--- src/rtl/grant_burst_ctrl_if.sv ---
`default_nettype none
// ============================================================================
// Module   : grant_burst_ctrl_if
// Purpose  : Bundles the arbiter grant, the four requester beat channels, the
//            shared sink channel and the status strobes of grant_burst_ctrl.
// Signals  : GRANT_I    one-hot grant from arbiter (bit3 = user 1 .. bit0 = user 4)
//            src_data   packed requester data, slice k = [DATA_W*k +: DATA_W]
//            src_valid  per-requester beat valid
//            src_ready  per-requester ready (owner bit only)
//            out_data / out_valid / out_ready / out_last   sink channel
//            out_owner  index of current owner (0 when idle)
//            done       one-cycle completion strobe per requester
//            err_onehot / err_timeout   one-cycle error strobes
// Modports : slave  - the controller
//            master - the environment (arbiter, requesters, sink)
// Revision : 1.0  initial release
// ============================================================================
interface grant_burst_ctrl_if #(
    parameter int DATA_W = 8
);
    logic [3:0]          GRANT_I;
    logic [4*DATA_W-1:0] src_data;
    logic [3:0]          src_valid;
    logic [3:0]          src_ready;
    logic [DATA_W-1:0]   out_data;
    logic                out_valid;
    logic                out_ready;
    logic                out_last;
    logic [1:0]          out_owner;
    logic [3:0]          done;
    logic                err_onehot;
    logic                err_timeout;

    modport slave (
        input  GRANT_I, src_data, src_valid, out_ready,
        output src_ready, out_data, out_valid, out_last, out_owner,
               done, err_onehot, err_timeout
    );

    modport master (
        output GRANT_I, src_data, src_valid, out_ready,
        input  src_ready, out_data, out_valid, out_last, out_owner,
               done, err_onehot, err_timeout
    );
endinterface
`default_nettype wire

--- src/rtl/grant_burst_ctrl.sv ---
`default_nettype none
// ============================================================================
// Module   : grant_burst_ctrl
// Purpose  : Latches the one-hot arbiter grant as bus owner, moves BURST_LEN
//            beats from that requester to the shared sink over valid/ready,
//            then strobes done[k] so the requester can drop its request.
// Ports    : clk    - clock, all state on posedge
//            rst_n  - asynchronous active-low reset
//            bus    - grant_burst_ctrl_if.slave (grant, source, sink, status)
// Params   : DATA_W    beat width
//            BURST_LEN beats per grant (1..255)
//            TIMEOUT   stall cycles before abort (1..255)
// Option   : GRANT_BURST_TIMEOUT_EN - compiles in the stall counter and the
//            timeout abort path; otherwise err_timeout is tied low.
// Revision : 1.0  initial release
// ============================================================================
module grant_burst_ctrl #(
    parameter int DATA_W    = 8,
    parameter int BURST_LEN = 4,
    parameter int TIMEOUT   = 15
) (
    input  wire logic          clk,
    input  wire logic          rst_n,
    grant_burst_ctrl_if.slave  bus
);

    localparam logic [1:0] S_IDLE = 2'd0;
    localparam logic [1:0] S_XFER = 2'd1;
    localparam logic [1:0] S_DONE = 2'd2;

    localparam logic [7:0] C_LAST_IDX = 8'(BURST_LEN - 1);

    logic [1:0] r_state;
    logic [1:0] r_owner;
    logic [7:0] r_beat_cnt;
    logic       r_guard_valid;
    logic [1:0] r_guard_owner;
    logic [3:0] r_done;
    logic       r_err_onehot;

    logic [3:0]        w_grant;
    logic              w_onehot;
    logic              w_multi;
    logic [1:0]        w_grant_idx;
    logic [3:0]        w_guard_code;
    logic              w_blocked;
    logic              w_xfer;
    logic              w_src_valid_k;
    logic              w_beat;
    logic              w_last_idx;
    logic [DATA_W-1:0] w_slice [4];

    for (genvar gi = 0; gi < 4; gi++) begin : g_slice
        assign w_slice[gi] = bus.src_data[DATA_W*gi +: DATA_W];
    end

    assign w_grant  = bus.GRANT_I;
    // x & (x-1) clears the lowest set bit; zero result means at most one bit.
    assign w_onehot = (w_grant != 4'd0) && ((w_grant & (w_grant - 4'd1)) == 4'd0);
    assign w_multi  = (w_grant != 4'd0) && !w_onehot;

    always_comb begin
        w_grant_idx = 2'd0;
        if (w_grant[3])      w_grant_idx = 2'd3;
        else if (w_grant[2]) w_grant_idx = 2'd2;
        else if (w_grant[1]) w_grant_idx = 2'd1;
    end

    // The arbiter keeps its grant up for a few cycles after done; without this
    // guard the same owner would immediately be granted a second burst.
    assign w_guard_code = 4'b0001 << r_guard_owner;
    assign w_blocked    = r_guard_valid && (w_grant == w_guard_code);

    assign w_xfer        = (r_state == S_XFER);
    assign w_src_valid_k = bus.src_valid[r_owner];
    assign w_beat        = w_xfer && w_src_valid_k && bus.out_ready;
    assign w_last_idx    = (r_beat_cnt == C_LAST_IDX);

    // Sink channel is a combinational pass-through of the registered owner.
    assign bus.out_valid  = w_xfer && w_src_valid_k;
    assign bus.out_data   = w_xfer ? w_slice[r_owner] : '0;
    assign bus.out_last   = w_xfer && w_src_valid_k && w_last_idx;
    assign bus.src_ready  = w_xfer ? ({3'b000, bus.out_ready} << r_owner) : 4'b0000;
    assign bus.out_owner  = (r_state == S_IDLE) ? 2'd0 : r_owner;
    assign bus.done       = r_done;
    assign bus.err_onehot = r_err_onehot;

`ifdef GRANT_BURST_TIMEOUT_EN
    localparam logic [7:0] C_STALL_LIM = 8'(TIMEOUT - 1);
    logic [7:0] r_stall_cnt;
    logic       r_err_timeout;
    assign bus.err_timeout = r_err_timeout;
`else
    assign bus.err_timeout = 1'b0;
`endif

    always_ff @(posedge clk or negedge rst_n) begin
        if (!rst_n) begin
            r_state       <= S_IDLE;
            r_owner       <= 2'd0;
            r_beat_cnt    <= 8'd0;
            r_guard_valid <= 1'b0;
            r_guard_owner <= 2'd0;
            r_done        <= 4'd0;
            r_err_onehot  <= 1'b0;
`ifdef GRANT_BURST_TIMEOUT_EN
            r_stall_cnt   <= 8'd0;
            r_err_timeout <= 1'b0;
`endif
        end else begin
            r_done       <= 4'd0;
            r_err_onehot <= 1'b0;
`ifdef GRANT_BURST_TIMEOUT_EN
            r_err_timeout <= 1'b0;
`endif
            // Any grant other than the blocked owner's code releases the guard.
            // Arming below (later in this block) takes priority.
            if (r_guard_valid && (w_grant != w_guard_code))
                r_guard_valid <= 1'b0;

            case (r_state)
                S_IDLE: begin
                    if (w_onehot && !w_blocked) begin
                        r_owner    <= w_grant_idx;
                        r_beat_cnt <= 8'd0;
`ifdef GRANT_BURST_TIMEOUT_EN
                        r_stall_cnt <= 8'd0;
`endif
                        r_state    <= S_XFER;
                    end else if (w_multi) begin
                        r_err_onehot <= 1'b1;
                    end
                end
                S_XFER: begin
                    if (w_beat) begin
`ifdef GRANT_BURST_TIMEOUT_EN
                        r_stall_cnt <= 8'd0;
`endif
                        if (w_last_idx) begin
                            r_state       <= S_DONE;
                            r_done        <= 4'b0001 << r_owner;
                            r_guard_valid <= 1'b1;
                            r_guard_owner <= r_owner;
                        end else begin
                            r_beat_cnt <= r_beat_cnt + 8'd1;
                        end
                    end
`ifdef GRANT_BURST_TIMEOUT_EN
                    // This stall cycle brings the count to TIMEOUT: abort.
                    else if (r_stall_cnt == C_STALL_LIM) begin
                        r_stall_cnt   <= 8'd0;
                        r_err_timeout <= 1'b1;
                        r_state       <= S_IDLE;
                        r_guard_valid <= 1'b1;
                        r_guard_owner <= r_owner;
                    end else begin
                        r_stall_cnt <= r_stall_cnt + 8'd1;
                    end
`endif
                end
                S_DONE: begin
                    r_state <= S_IDLE;
                end
                default: begin
                    r_state <= S_IDLE;
                end
            endcase
        end
    end

endmodule
`default_nettype wire

--- src/flat_wrapper.sv ---
// flat-port wrapper written by rule: the top's interface ports become plain ports
module grant_burst_ctrl_flat 
#(
    parameter int DATA_W    = 8,
    parameter int BURST_LEN = 4,
    parameter int TIMEOUT   = 15
)
  (clk, rst_n, bus_GRANT_I, bus_src_data, bus_src_valid, bus_out_ready, bus_src_ready, bus_out_data, bus_out_valid, bus_out_last, bus_out_owner, bus_done, bus_err_onehot, bus_err_timeout);
  grant_burst_ctrl_if #(.DATA_W(DATA_W)) bus_i ();
  input  wire logic clk;
  input  wire logic rst_n;
  input wire logic [$bits(bus_i.GRANT_I)-1:0] bus_GRANT_I;
  input wire logic [$bits(bus_i.src_data)-1:0] bus_src_data;
  input wire logic [$bits(bus_i.src_valid)-1:0] bus_src_valid;
  input wire logic [$bits(bus_i.out_ready)-1:0] bus_out_ready;
  output wire logic [$bits(bus_i.src_ready)-1:0] bus_src_ready;
  output wire logic [$bits(bus_i.out_data)-1:0] bus_out_data;
  output wire logic [$bits(bus_i.out_valid)-1:0] bus_out_valid;
  output wire logic [$bits(bus_i.out_last)-1:0] bus_out_last;
  output wire logic [$bits(bus_i.out_owner)-1:0] bus_out_owner;
  output wire logic [$bits(bus_i.done)-1:0] bus_done;
  output wire logic [$bits(bus_i.err_onehot)-1:0] bus_err_onehot;
  output wire logic [$bits(bus_i.err_timeout)-1:0] bus_err_timeout;
  assign bus_i.GRANT_I = bus_GRANT_I;
  assign bus_i.src_data = bus_src_data;
  assign bus_i.src_valid = bus_src_valid;
  assign bus_i.out_ready = bus_out_ready;
  assign bus_src_ready = bus_i.src_ready;
  assign bus_out_data = bus_i.out_data;
  assign bus_out_valid = bus_i.out_valid;
  assign bus_out_last = bus_i.out_last;
  assign bus_out_owner = bus_i.out_owner;
  assign bus_done = bus_i.done;
  assign bus_err_onehot = bus_i.err_onehot;
  assign bus_err_timeout = bus_i.err_timeout;
  grant_burst_ctrl #(.DATA_W(DATA_W), .BURST_LEN(BURST_LEN), .TIMEOUT(TIMEOUT)) u_core (.clk(clk), .rst_n(rst_n), .bus(bus_i));
endmodule
--- config.mk ---
export PLATFORM = sky130hd
export DESIGN_NAME = grant_burst_ctrl_flat
export DESIGN_NICKNAME = d
export VERILOG_FILES = /design/src/rtl/grant_burst_ctrl_if.sv /design/src/rtl/grant_burst_ctrl.sv /design/src/flat_wrapper.sv
export SDC_FILE = /design/constraint.sdc
export NUM_CORES = 1
export LEC_CHECK = 0
export CORE_ASPECT_RATIO = 1.4
export CORE_MARGIN = 5
export CORE_UTILIZATION = 41
export CTS_CLUSTER_DIAMETER = 100
export DETAILED_ROUTE_END_ITERATION = 8
export PLACE_DENSITY_LB_ADDON = 0.12
export SLEW_MARGIN = 20
export SYNTH_ARGS = -nofsm -noshare
export SYNTH_HDL_FRONTEND = slang
export SYNTH_SLANG_ARGS = --single-unit
export TNS_END_PERCENT = 20
--- constraint.sdc ---
create_clock -name clk -period 2.2 [get_ports clk]
set_clock_uncertainty 0.05 [all_clocks]
set_input_delay 0.44 -clock clk [delete_from_list [all_inputs] [get_ports clk]]
set_output_delay 0.44 -clock clk [all_outputs]
set_load 0.005 [all_outputs]
==> results.yml <==
cells_and_area:
  fin_nets: 279
  drive_gt1_frac: 0.3262
  instances_no_fill: 273
  layout_commonest_cell: "clkdlybuf4s50_1"
  num_antenna_cells: 0
  areaGrowthSynthToFinish_pct: 65.41
  final_area_mm2: 0.002357
  layout_common_cells: "clkdlybuf4s50_1, buf_4, dfrtp_1"
die:
  rows: 25
  die_x_um: 59.83
  dieArea_mm2: 0.004772
  start_util: 0.4219
  fp.dieH_um: 79.76
  design.core.area_mm2: 0.003378
  io_pins: 65
sta:
  fin_setup_tns_ns: -0.04563
  min_period_ns: 2.234
  report.final.slew_viol_count: 0
  finalSetupViolCount: 2
  fmax_mhz: 447.6
  fin_crit_sh: 1.015
  rsz0062_at_grt: "true"
  setup_slack_ns: -0.03402
  hold_viol: 0
critical_path:
  critPathLaunchType: "input pin"
  crit_type: "in2out"
  reg2reg_depth: 7
  end_kind: "primary output"
  worstPathMaxFanout: 2
  critical_path_required_ns: 1.71
  cp.arrival_ns: 1.74
clock_tree:
  cts_tree: "done"
  cts-hold-fix-buffers: 0
  clkTransAtPathRegs_ns: 0.07
  htreeDepth: 1
  cts_root_buf: "clkbuf_8"
  cts_buffers: 3
  clock_sinks: 20
  clkLatencyLatePin_ns: 0.25
  clockBufferDepth: 2
flow_run:
  maxCapViolations: 0
global_routing:
  grt_pass1_wl_um: 6734
  grt_start_max_net_pins: 21
  grt_pass1_vias: 1489
  grtUsageTotal: 0.1809
  overflow: 0
  antenna_found_initial: 0
drt:
  totalWireLength_um: 4096
  ant_nets: 0
  drc_errors: 0
  drtIter0Drc: 53
  via_count: 1432
  dr.pass1.iters: 4
  wl_per_cell_um: 15.00
  via_per_inst: 5.245
yosys:
  synth.largest_area_cell: "dfrtp_1"
  synth_seq_cells: 20
  synth-main-ff-cell: "dfrtp_1"
  syn_nets: 187
  ys_async_sr_fraction: 1.000
  synthesis.instances: 143
  ys_seq_area_frac: 0.3512
  netlist_area_mm2: 0.001425
  synth.area.top_cells: "dfrtp_1, mux4_2, and2_1"
  yosys.area.top_type_share: 0.3512
  synth_edf_count: 0
  yosysUniqueCellTypes: 49
  ys.warnings.count: 0
  synth.avg_cell_area_um2: 9.966
place:
  place_area_mm2: 0.002270
  pre_cts_slack_ns: -0.2641
  gp_congestion: 0.7966
  dp.cells: 263
  dpl.hpwl_um: 3283
  io_buffer_count: 63
outcome:
  status: "finished with violations"
  violations: "negative setup slack"
power_and_ir_drop:
  ir_drop_uv: 557.8
  leakagePower_nw: 1.099
  p_per_area_mw_per_mm2: 954.0
hold_path:
  hold_path.class: "in2async"
## report_power, final
| group | total [mW] | leakage [nW] | internal, mW | switching, mW |
|---|---|---|---|---|
| Sequential | 0.567 | 0.244 | 0.460 | 0.108 |
| Clock | 0.237 | 0.0216 | 0.122 | 0.115 |
| Combinational | 1.44 | 0.833 | 0.895 | 0.549 |
| Total | 2.25 | 1.10 | 1.48 | 0.772 |
## state kept, by name, indices dropped and copies added, names as in the netlist
| register | cells |
|---|---|
| u_core.r_beat_cnt | 8 |
| u_core.bus.done | 4 |
| u_core.r_guard_owner | 2 |
| u_core.r_owner | 2 |
| u_core.r_state | 2 |
| u_core.bus.err_onehot | 1 |
| u_core.r_guard_valid | 1 |
## synthesized netlist by cell type, types with 2 or more instances
library cell and instances:
clkbuf_1 2, mux2_2 2, o31a_1 2, dfrtp_1 20
nor4b_1 2, nor2_1 12, nand3_1 6, mux4_1 2
and3_1 2, a21oi_1 2, nand2_1 13, inv_1 7
mux4_2 7, buf_4 3, o211ai_1 2, o21ai_1 4
nor3_1 6, nor2b_1 3, mux2i_1 3, buf_2 5
and2_1 9, nand4_1 2
## critical path: stages
cell             delay [ns]
clkdlybuf4s50_1        0.40
mux4_2                 0.49
buf_6                  0.14
and3_1                 0.16
clkbuf_2               0.11
## kinds of logic (layout without fill, tap and decap cells)
logic type | after synthesis | after routing | share of synthesized area
muxes | 14 | 14 | 0.1844
and+or+nand+nor | 65 | 65 | 0.2537
DFF | 20 | 20 | 0.3512
xor gates and xnor gates | 2 | 2 | 0.01229
other | 1 | 1 | 0.002631
buffers and inverters | 18 | 108 | 0.05970
adders and majority gates | 2 | 2 | 0.01580
AOI/OAI and AO/OA | 21 | 21 | 0.1203
## metrics by stage
| stage | hold WS [ns] | utilization | power [mW] |
|---|---|---|---|
| floorplan | 0.09441 | - | 1.261 |
| global placement | 0.4511 | 0.6719 | 1.884 |
| detailed placement | 0.4552 | 0.6719 | 1.926 |
| CTS | 0.4694 | 0.6944 | 2.185 |
| global route | 0.4906 | 0.6978 | 2.428 |
| finish | 0.4663 | 0.6978 | 2.249 |
## worst paths after layout
path,start,end,slack (ns)
setup / recovery,bus_src_valid[0],bus_out_last,-0.03
hold / removal,rst_n,u_core.r_state[1],0.47
setup reg to reg,u_core.r_owner[0],u_core.r_beat_cnt[3],0.19
hold reg to reg,u_core.r_state[0],u_core.bus.err_onehot,0.47
max in group asynchronous,rst_n,u_core.r_owner[0],1.40
min in group clk,u_core.r_state[0],u_core.bus.err_onehot,0.47
## routing by layer
metal / share of wire / track usage / routed length [um]
met5: 0 / 0 / 0
met1: 0.38 / 0.2029 / 1547
met3: 0.095 / 0.03236 / 389
met4: 0.011 / 0.06430 / 44
met2: 0.52 / 0.3290 / 2115
## final cells by class
type	count	area [um^2]
Clock buffer	3	41.29
Fill cell	262	1021
Inverter	7	26.28
Multi-Input combinational cell	105	847.1
Sequential cell	20	503.0
Tap cell	40	50.05
Timing Repair Buffer	98	889.6
## timing repair
| item | in CTS | in global routing |
|---|---|---|
| pin swaps | 4 | 3 |
| resized for setup | 31 | 23 |
| endpoints found under the setup margin | 16 | 11 |
| setup buffers | 5 | 2 |
Power figures use the tool's default switching activity.
